**src/rtl/ex_result_retire.sv**
```systemverilog
// ex_result_retire: retire half of the MIPS32 pipeline.
// Carries EX results through EX/MEM and MEM/WB, drives the data-memory
// and register-file write ports, forwards current operand values back to
// ID/EX, and flags load-use hazards that forwarding cannot cover.
module ex_result_retire (
    input  logic        Clk,
    input  logic        Rst,
    input  logic [31:0] EX_ALUResult,
    input  logic [4:0]  EX_WriteRegister,
    input  logic        EX_RegWrite,
    input  logic        EX_MemRead,
    input  logic        EX_MemWrite,
    input  logic [31:0] EX_StoreData,
    input  logic [31:0] DM_ReadData,
    output logic [31:0] DM_Addr,
    output logic [31:0] DM_WriteData,
    output logic        DM_MemWrite,
    output logic        DM_MemRead,
    output logic [31:0] WB_WriteData,
    output logic [4:0]  WB_WriteRegister,
    output logic        WB_RegWrite,
    input  logic [4:0]  ID_rs,
    input  logic [4:0]  ID_rt,
    input  logic [31:0] ID_rs_rf,
    input  logic [31:0] ID_rt_rf,
    output logic [31:0] FWD_rs_val,
    output logic [31:0] FWD_rt_val,
    output logic        Stall
);

    // EX/MEM fields
    logic [31:0] r_m_alu_result;
    logic [4:0]  r_m_write_register;
    logic        r_m_reg_write;
    logic        r_m_mem_read;
    logic        r_m_mem_write;
    logic [31:0] r_m_store_data;

    // MEM/WB fields
    logic [31:0] r_w_result;
    logic [4:0]  r_w_write_register;
    logic        r_w_reg_write;

    logic [31:0] w_m_result;
    logic        w_ex_fwd_ok;
    logic        w_ex_rs_hit;
    logic        w_ex_rt_hit;
    logic        w_m_rs_hit;
    logic        w_m_rt_hit;
    logic        w_w_rs_hit;
    logic        w_w_rt_hit;

    // EX/MEM register; writes to $0 are dropped here so no later stage sees them
    always_ff @(posedge Clk) begin
        if (!Rst) begin
            r_m_alu_result     <= 32'd0;
            r_m_write_register <= 5'd0;
            r_m_reg_write      <= 1'b0;
            r_m_mem_read       <= 1'b0;
            r_m_mem_write      <= 1'b0;
            r_m_store_data     <= 32'd0;
        end else begin
            r_m_alu_result     <= EX_ALUResult;
            r_m_write_register <= EX_WriteRegister;
            r_m_reg_write      <= EX_RegWrite && (EX_WriteRegister != 5'd0);
            r_m_mem_read       <= EX_MemRead;
            r_m_mem_write      <= EX_MemWrite;
            r_m_store_data     <= EX_StoreData;
        end
    end

    // MEM stage: memory port and the value this stage will retire
    assign DM_Addr      = r_m_alu_result;
    assign DM_WriteData = r_m_store_data;
    assign DM_MemWrite  = r_m_mem_write;
    assign DM_MemRead   = r_m_mem_read;
    assign w_m_result   = r_m_mem_read ? DM_ReadData : r_m_alu_result;

    // MEM/WB register
    always_ff @(posedge Clk) begin
        if (!Rst) begin
            r_w_result         <= 32'd0;
            r_w_write_register <= 5'd0;
            r_w_reg_write      <= 1'b0;
        end else begin
            r_w_result         <= w_m_result;
            r_w_write_register <= r_m_write_register;
            r_w_reg_write      <= r_m_reg_write;
        end
    end

    assign WB_WriteData     = r_w_result;
    assign WB_WriteRegister = r_w_write_register;
    assign WB_RegWrite      = r_w_reg_write;

    // A load in EX has no data yet, so only non-load EX results may forward
    assign w_ex_fwd_ok = EX_RegWrite && !EX_MemRead;

    assign w_ex_rs_hit = w_ex_fwd_ok   && (ID_rs != 5'd0) && (ID_rs == EX_WriteRegister);
    assign w_ex_rt_hit = w_ex_fwd_ok   && (ID_rt != 5'd0) && (ID_rt == EX_WriteRegister);
    assign w_m_rs_hit  = r_m_reg_write && (ID_rs != 5'd0) && (ID_rs == r_m_write_register);
    assign w_m_rt_hit  = r_m_reg_write && (ID_rt != 5'd0) && (ID_rt == r_m_write_register);
    assign w_w_rs_hit  = r_w_reg_write && (ID_rs != 5'd0) && (ID_rs == r_w_write_register);
    assign w_w_rt_hit  = r_w_reg_write && (ID_rt != 5'd0) && (ID_rt == r_w_write_register);

    // Forwarding: youngest producer wins; WB covers a register file that is not write-first
    always_comb begin
        FWD_rs_val = ID_rs_rf;
        if (w_ex_rs_hit) begin
            FWD_rs_val = EX_ALUResult;
        end else if (w_m_rs_hit) begin
            FWD_rs_val = w_m_result;
        end else if (w_w_rs_hit) begin
            FWD_rs_val = r_w_result;
        end

        FWD_rt_val = ID_rt_rf;
        if (w_ex_rt_hit) begin
            FWD_rt_val = EX_ALUResult;
        end else if (w_m_rt_hit) begin
            FWD_rt_val = w_m_result;
        end else if (w_w_rt_hit) begin
            FWD_rt_val = r_w_result;
        end
    end

    // Load-use hazard: one bubble lets the load reach MEM, where its data forwards
    assign Stall = EX_MemRead && EX_RegWrite && (EX_WriteRegister != 5'd0) &&
                   ((EX_WriteRegister == ID_rs) || (EX_WriteRegister == ID_rt));

endmodule

```
**config.mk**
```make
export PLATFORM = sky130hd
export DESIGN_NAME = ex_result_retire
export DESIGN_NICKNAME = d
export VERILOG_FILES = /design/src/rtl/ex_result_retire.sv
export SDC_FILE = /design/constraint.sdc
export NUM_CORES = 1
export LEC_CHECK = 0
export CORE_MARGIN = 8
export CORE_UTILIZATION = 43
export CTS_BUF_LIST = sky130_fd_sc_hd__clkbuf_8
export DETAILED_ROUTE_END_ITERATION = 8
export GPL_TIMING_DRIVEN = 0
export HOLD_SLACK_MARGIN = 0.08
export PLACE_DENSITY = 0.95
export SYNTH_ARGS = -nofsm -noshare
export SYNTH_HDL_FRONTEND = slang
export SYNTH_SLANG_ARGS = --single-unit
```
**constraint.sdc**
```tcl
create_clock -name Clk -period 5.27 [get_ports Clk]
set_clock_uncertainty 0.1 [all_clocks]
set_input_delay 0.7905 -clock Clk [delete_from_list [all_inputs] [get_ports Clk]]
set_output_delay 0.7905 -clock Clk [all_outputs]
set_load 0.05 [all_outputs]
```
Word-level counts from Yosys, hierarchy flattened. Cells that the tools add are included.

Multiplexer cells: 7. Equality and inequality tests: 8. Reductions and logical operators: 22.

Operators by type and width (count): 2-to-1 mux 32 bit (7); == test 5 bit (8); logical AND 1 bit (17); nonzero test 5 bit (3); zero test 1 bit (1); logical OR 1 bit (1).

Word-level logic and storage cells: 46. Register bits after elaboration: 110. Input bits: 180.

Depth between registers and ports, before layout.
Depth after elaboration: 6. Depth in mapped cells: 8. Depth with buffers taken out: 5.

Least setup slack after synthesis. No wires, ideal clock.

Kind: input port to output port. Start: in ID_rs[0]. End: out FWD_rs_val[10]. Arrival: 3102 ps. Data required time: 4379 ps. Path buffers: 1. Stages: 6. Slack: 1277 ps. Cell sequence: nor4_1 > nor3_1 > o2111ai_2 > buf_2 > mux2i_1 > a211oi_1.

Longest elaborated chain between the ends: 6. Elaborated cells between the ends (all ways): 13. Classes of those cells: 3 x eq/ne; 3 x mux; 7 x reduce/logical.

RTL lines: start: declaration (line 22) `input logic [4:0] ID_rs,`; nonzero test 5 bit (line 99, 101, 103); logical AND 1 bit (2 in series) (line 103) `assign w_w_rs_hit = r_w_reg_write && (ID_rs != 5'd0) && (ID_rs == r_w_write_register);`; 2-to-1 mux 32 bit (line 113) `end else if (w_w_rs_hit) begin`; 2-to-1 mux 32 bit (line 111) `end else if (w_m_rs_hit) begin`; 2-to-1 mux 32 bit * (line 109) `if (w_ex_rs_hit) begin`; end: declaration (line 26) `output logic [31:0] FWD_rs_val,`.

Mark *: on every way between the ends. The rest lies on a longest branch, timed or not.

Final worst setup path.
Start: in ID_rs[0]. End: out FWD_rs_val[0].

The elaborated chain is that of the path after synthesis.

==> impl_results.md <==
* Outcome: complete, no violations
* Hpwl dp at slightly above 20 mm
* Most used DFF post-synth: dfxtp_1
* Final Max Slew Viols at 0
* Final Hold Vio Count at 0
* Busiest grt layer: met2
* Pin count of the biggest net entering global routing at 23
* Fin nets at 1163
* Grt total ovfl at 0
* Slew @ Worst Pin at 0.700 ns
* Share of the yosys chip area belonging to registers at about 37%
* Worst Path Required at about 4.4 ns
* First-pass GRT wire length at 38.8 mm
* Sw power at about 0.82 mW
* GR Util met3 at 9.50%
* Xor-xnor portion of the synthesized cell area at 4.08%
* Post-Synth Adder-Cell Area at 0%
* TritonCTS clock tree: built
* FMAX at 197 MHz
* Setup TNS at 0 ns
* Hold wc startpoint: r_m_reg_write
* Async set-reset flop share out of synthesis at 0%
* Antenna viol nets, final at 0
* Worst Hold Endpoint: WB_RegWrite
* Critical R2R Launch: DM_MemRead
* Hold Path Class: register to register
* Post-synth net total at 805
* CTS clk-pin slew, worst paths at 0.12 ns
* Worst path max stage delay at 0.90 ns
* Cells after DPL at approximately 1200
* Tot GR Track Use at 27.9%
* CTS buffer count at 9
* Htree depth at 3
* Core area at ~14000 µm²
* GR Util met1 at 30.3%
* Worst IR Drop VDD at 180 µV
* Max Buffers Root-to-Sink at 2
* Crit path launch type: primary input
* Int Pwr at approximately 1.4 mW
* Via count at 6217
* Synth Area per Inst at 9.62 µm²
* Die X at 134 µm
* # hold bufs at CTS at 0
* Period utilization at 96.4%
* Die ar. at 18000 µm²
* Sequential power share at 40.6%
* Finished Layout Cells at 1169
* Setup violators final at 0
* Comb power frac at 35.1%
* Post-synthesis mux area share at 16.6%
* Routability cong. at 0.903
* R2R depth at 4
* Row cnt at 43
* Critical path endpoint category: primary output
* Postcts setup bufs at 0
* Total I/O pin count at 349
* P&R area growth vs syn at 65.1%
* Post-synthesis cell type count at 28
* Hold Path Depth at 1
* Min cycle time layout at slightly above 5 ns
* Most used cell, CP: clkdlybuf4s50_1
* # fillers at 1050
* Number of I/O port buffers at 347
* Largest family of logic cells by synthesized area: simple AND/OR/NAND/NOR gates
* Worst reg2reg setup slack at slightly above 3 ns
* Critical Path AT at 4.19 ns
* Starting Density at 43.7%
* Multi-input gate area at 3530 µm²
* DR DRC count at 0
* Max transition margin at 53.3%
* Final Core Density at just over 70%
* Max-cap violations at 0
* Clock power frac at 24.3%
* Sw Share at 36.9%
* Unrepaired setup endpoints after global routing: no
* Yosys reg bits at 110
* Post-cts resize count at 0
* CTS Sinks at between 100 and 150
* Post-route cell area at 9930 µm²
* Slowest-stage cell, CP: clkdlybuf4s50_1
* Post-synthesis compound-gate area fraction at between 10% and 20%
* FF/Latch Area at 2200 µm²
* Antenna violations before repair at 1
* Iteration-0 DRC Markers at 490
* CP Class: primary input to primary output
* Pre-CTS WS at 0.217 ns
* CP cell instances: clkdlybuf4s50_1, nor4_1, nor2b_4, or4_4, buf_6, clkbuf_1, nor3_1, a211oi_2, clkdlybuf4s50_1
* FF-to-FF End: WB_WriteData[13]
* WL/cell at 22.5 µm
* CTS Root Cell: clkbuf_8
* Synth Area in Simple Gates at roughly 24%
* Worst-path maximum fanout at 10
* Share of layout cells above drive strength 1 at 13.4%
* Cells after Synth at ~630
* Via-to-Cell Ratio at 5.32
* Yosys warns at 0
* Post-synth EDFFs at 0
* Clock Latency Late Sink at 0.40 ns
* Drt first pass iters at 5
* Pwr/cell area at 224 nW/µm²
* Vias in the first global route at 6527
* Leakage at 4.17 nW
* Overall die height at approximately 130 µm
* Mapped cell area at 6010 µm²
* Setup ws final at 0.190 ns
* WL final at 26.3 mm
* Area after DPL at 9710 µm²
* Met2 Usage GRT at a little under half
-- critical path: cells and delay by family --
family,cells,cell delay [ns]
compound gates,1,0.22
buf+inv,4,2.08
simple gates,4,1.07
-- sequential cells by signal (all words and copies together) (netlist names) --
| signal | count |
|---|---|
| DM_Addr | 32 |
| DM_WriteData | 32 |
| WB_WriteData | 32 |
| WB_WriteRegister | 5 |
| r_m_write_register | 5 |
| DM_MemRead | 1 |
| DM_MemWrite | 1 |
| WB_RegWrite | 1 |
| r_m_reg_write | 1 |
-- routing by layer --
layer / up-vias / share of wire, % / routed length [µm]
met3: 65 / 9.3 / 2450
met1: 2949 / 38 / 9960
met2: 313 / 49 / 12900
met4: 0 / 3.8 / 996
met5: - / 0 / 0
li1: 2890 / - / -
-- cell type report --
class	count	share of cell area, %
antenna	1	0.0252
inverter	2	0.0756
sequential	110	22.2
buffer	52	2.80
tap	180	2.27
clock inverter	7	0.895
timing repair buffer	347	35.0
multi-input combinational	461	35.5
clock buffer	9	1.25
-- per-stage QoR --
step	hold WS [ns]	total power, mW
2_1_floorplan	0.352	1.35
3_3_place_gp	0.389	1.69
3_5_place_dp	0.398	1.70
4_1_cts	0.411	2.24
5_1_grt	0.432	2.31
6_report	0.413	2.23
-- cell usage after synthesis, types with 3 or more instances --
cell / n / area [µm²]
and2_1: 110 / 688
dfxtp_1: 110 / 2200
nor2_1: 72 / 270
nor3_1: 69 / 345
mux2i_1: 64 / 641
a211oi_2: 60 / 751
clkbuf_1: 33 / 124
mux2_2: 32 / 360
xor2_1: 20 / 175
buf_6: 10 / 113
xnor2_1: 8 / 70.1
buf_2: 6 / 30.0
a211oi_1: 4 / 30.0
buf_1: 3 / 11.3
-- placed cells by master (no fill, tap or decap), types with 3 or more instances in the layout --
| cell type | n |
|---|---|
| clkdlybuf4s50_1 | 347 |
| dfxtp_1 | 110 |
| and2_1 | 110 |
| nor2_1 | 72 |
| nor3_1 | 69 |
| mux2i_1 | 64 |
| a211oi_2 | 60 |
| clkbuf_1 | 33 |
| mux2_2 | 32 |
| xor2_1 | 20 |
| buf_6 | 10 |
| clkbuf_8 | 9 |
| xnor2_1 | 8 |
| buf_2 | 6 |
| a211oi_1 | 4 |
| buf_1 | 3 |
| clkinv_8 | 3 |
-- how the worst max path moves through the flow --
stage	endpoint	start	cells past startpoint	slack, ns
2_1_floorplan	FWD_rs_val[10]	ID_rs[0]	6	1.28
3_3_place_gp	FWD_rs_val[30]	ID_rs[0]	8	0.25
3_5_place_dp	FWD_rs_val[30]	ID_rs[0]	8	0.22
4_1_cts	FWD_rs_val[0]	ID_rs[0]	8	0.21
5_1_grt	FWD_rs_val[0]	ID_rs[0]	9	0.002
6_report	FWD_rs_val[0]	ID_rs[0]	9	0.19
-- logic make-up (layout without fill, tap and decap cells) --
group	after synthesis	in the layout
and+or+nand+nor	269	269
muxes	96	96
other	0	1
buffers and inverters	54	417
DFF	110	110
AOI/OAI and AO/OA	68	68
xor gates and xnor gates	28	28
-- power by group through the flow --
stage	Sequential, mW	Combinational (mW)	Clock, mW
after floorplan	1.07	0.283	0
after global placement	0.920	0.772	0
after detailed placement	0.923	0.779	0
after CTS	0.904	0.783	0.551
after global routing	0.909	0.810	0.589
final	0.904	0.781	0.542
(Power assumes the default switching activity.)
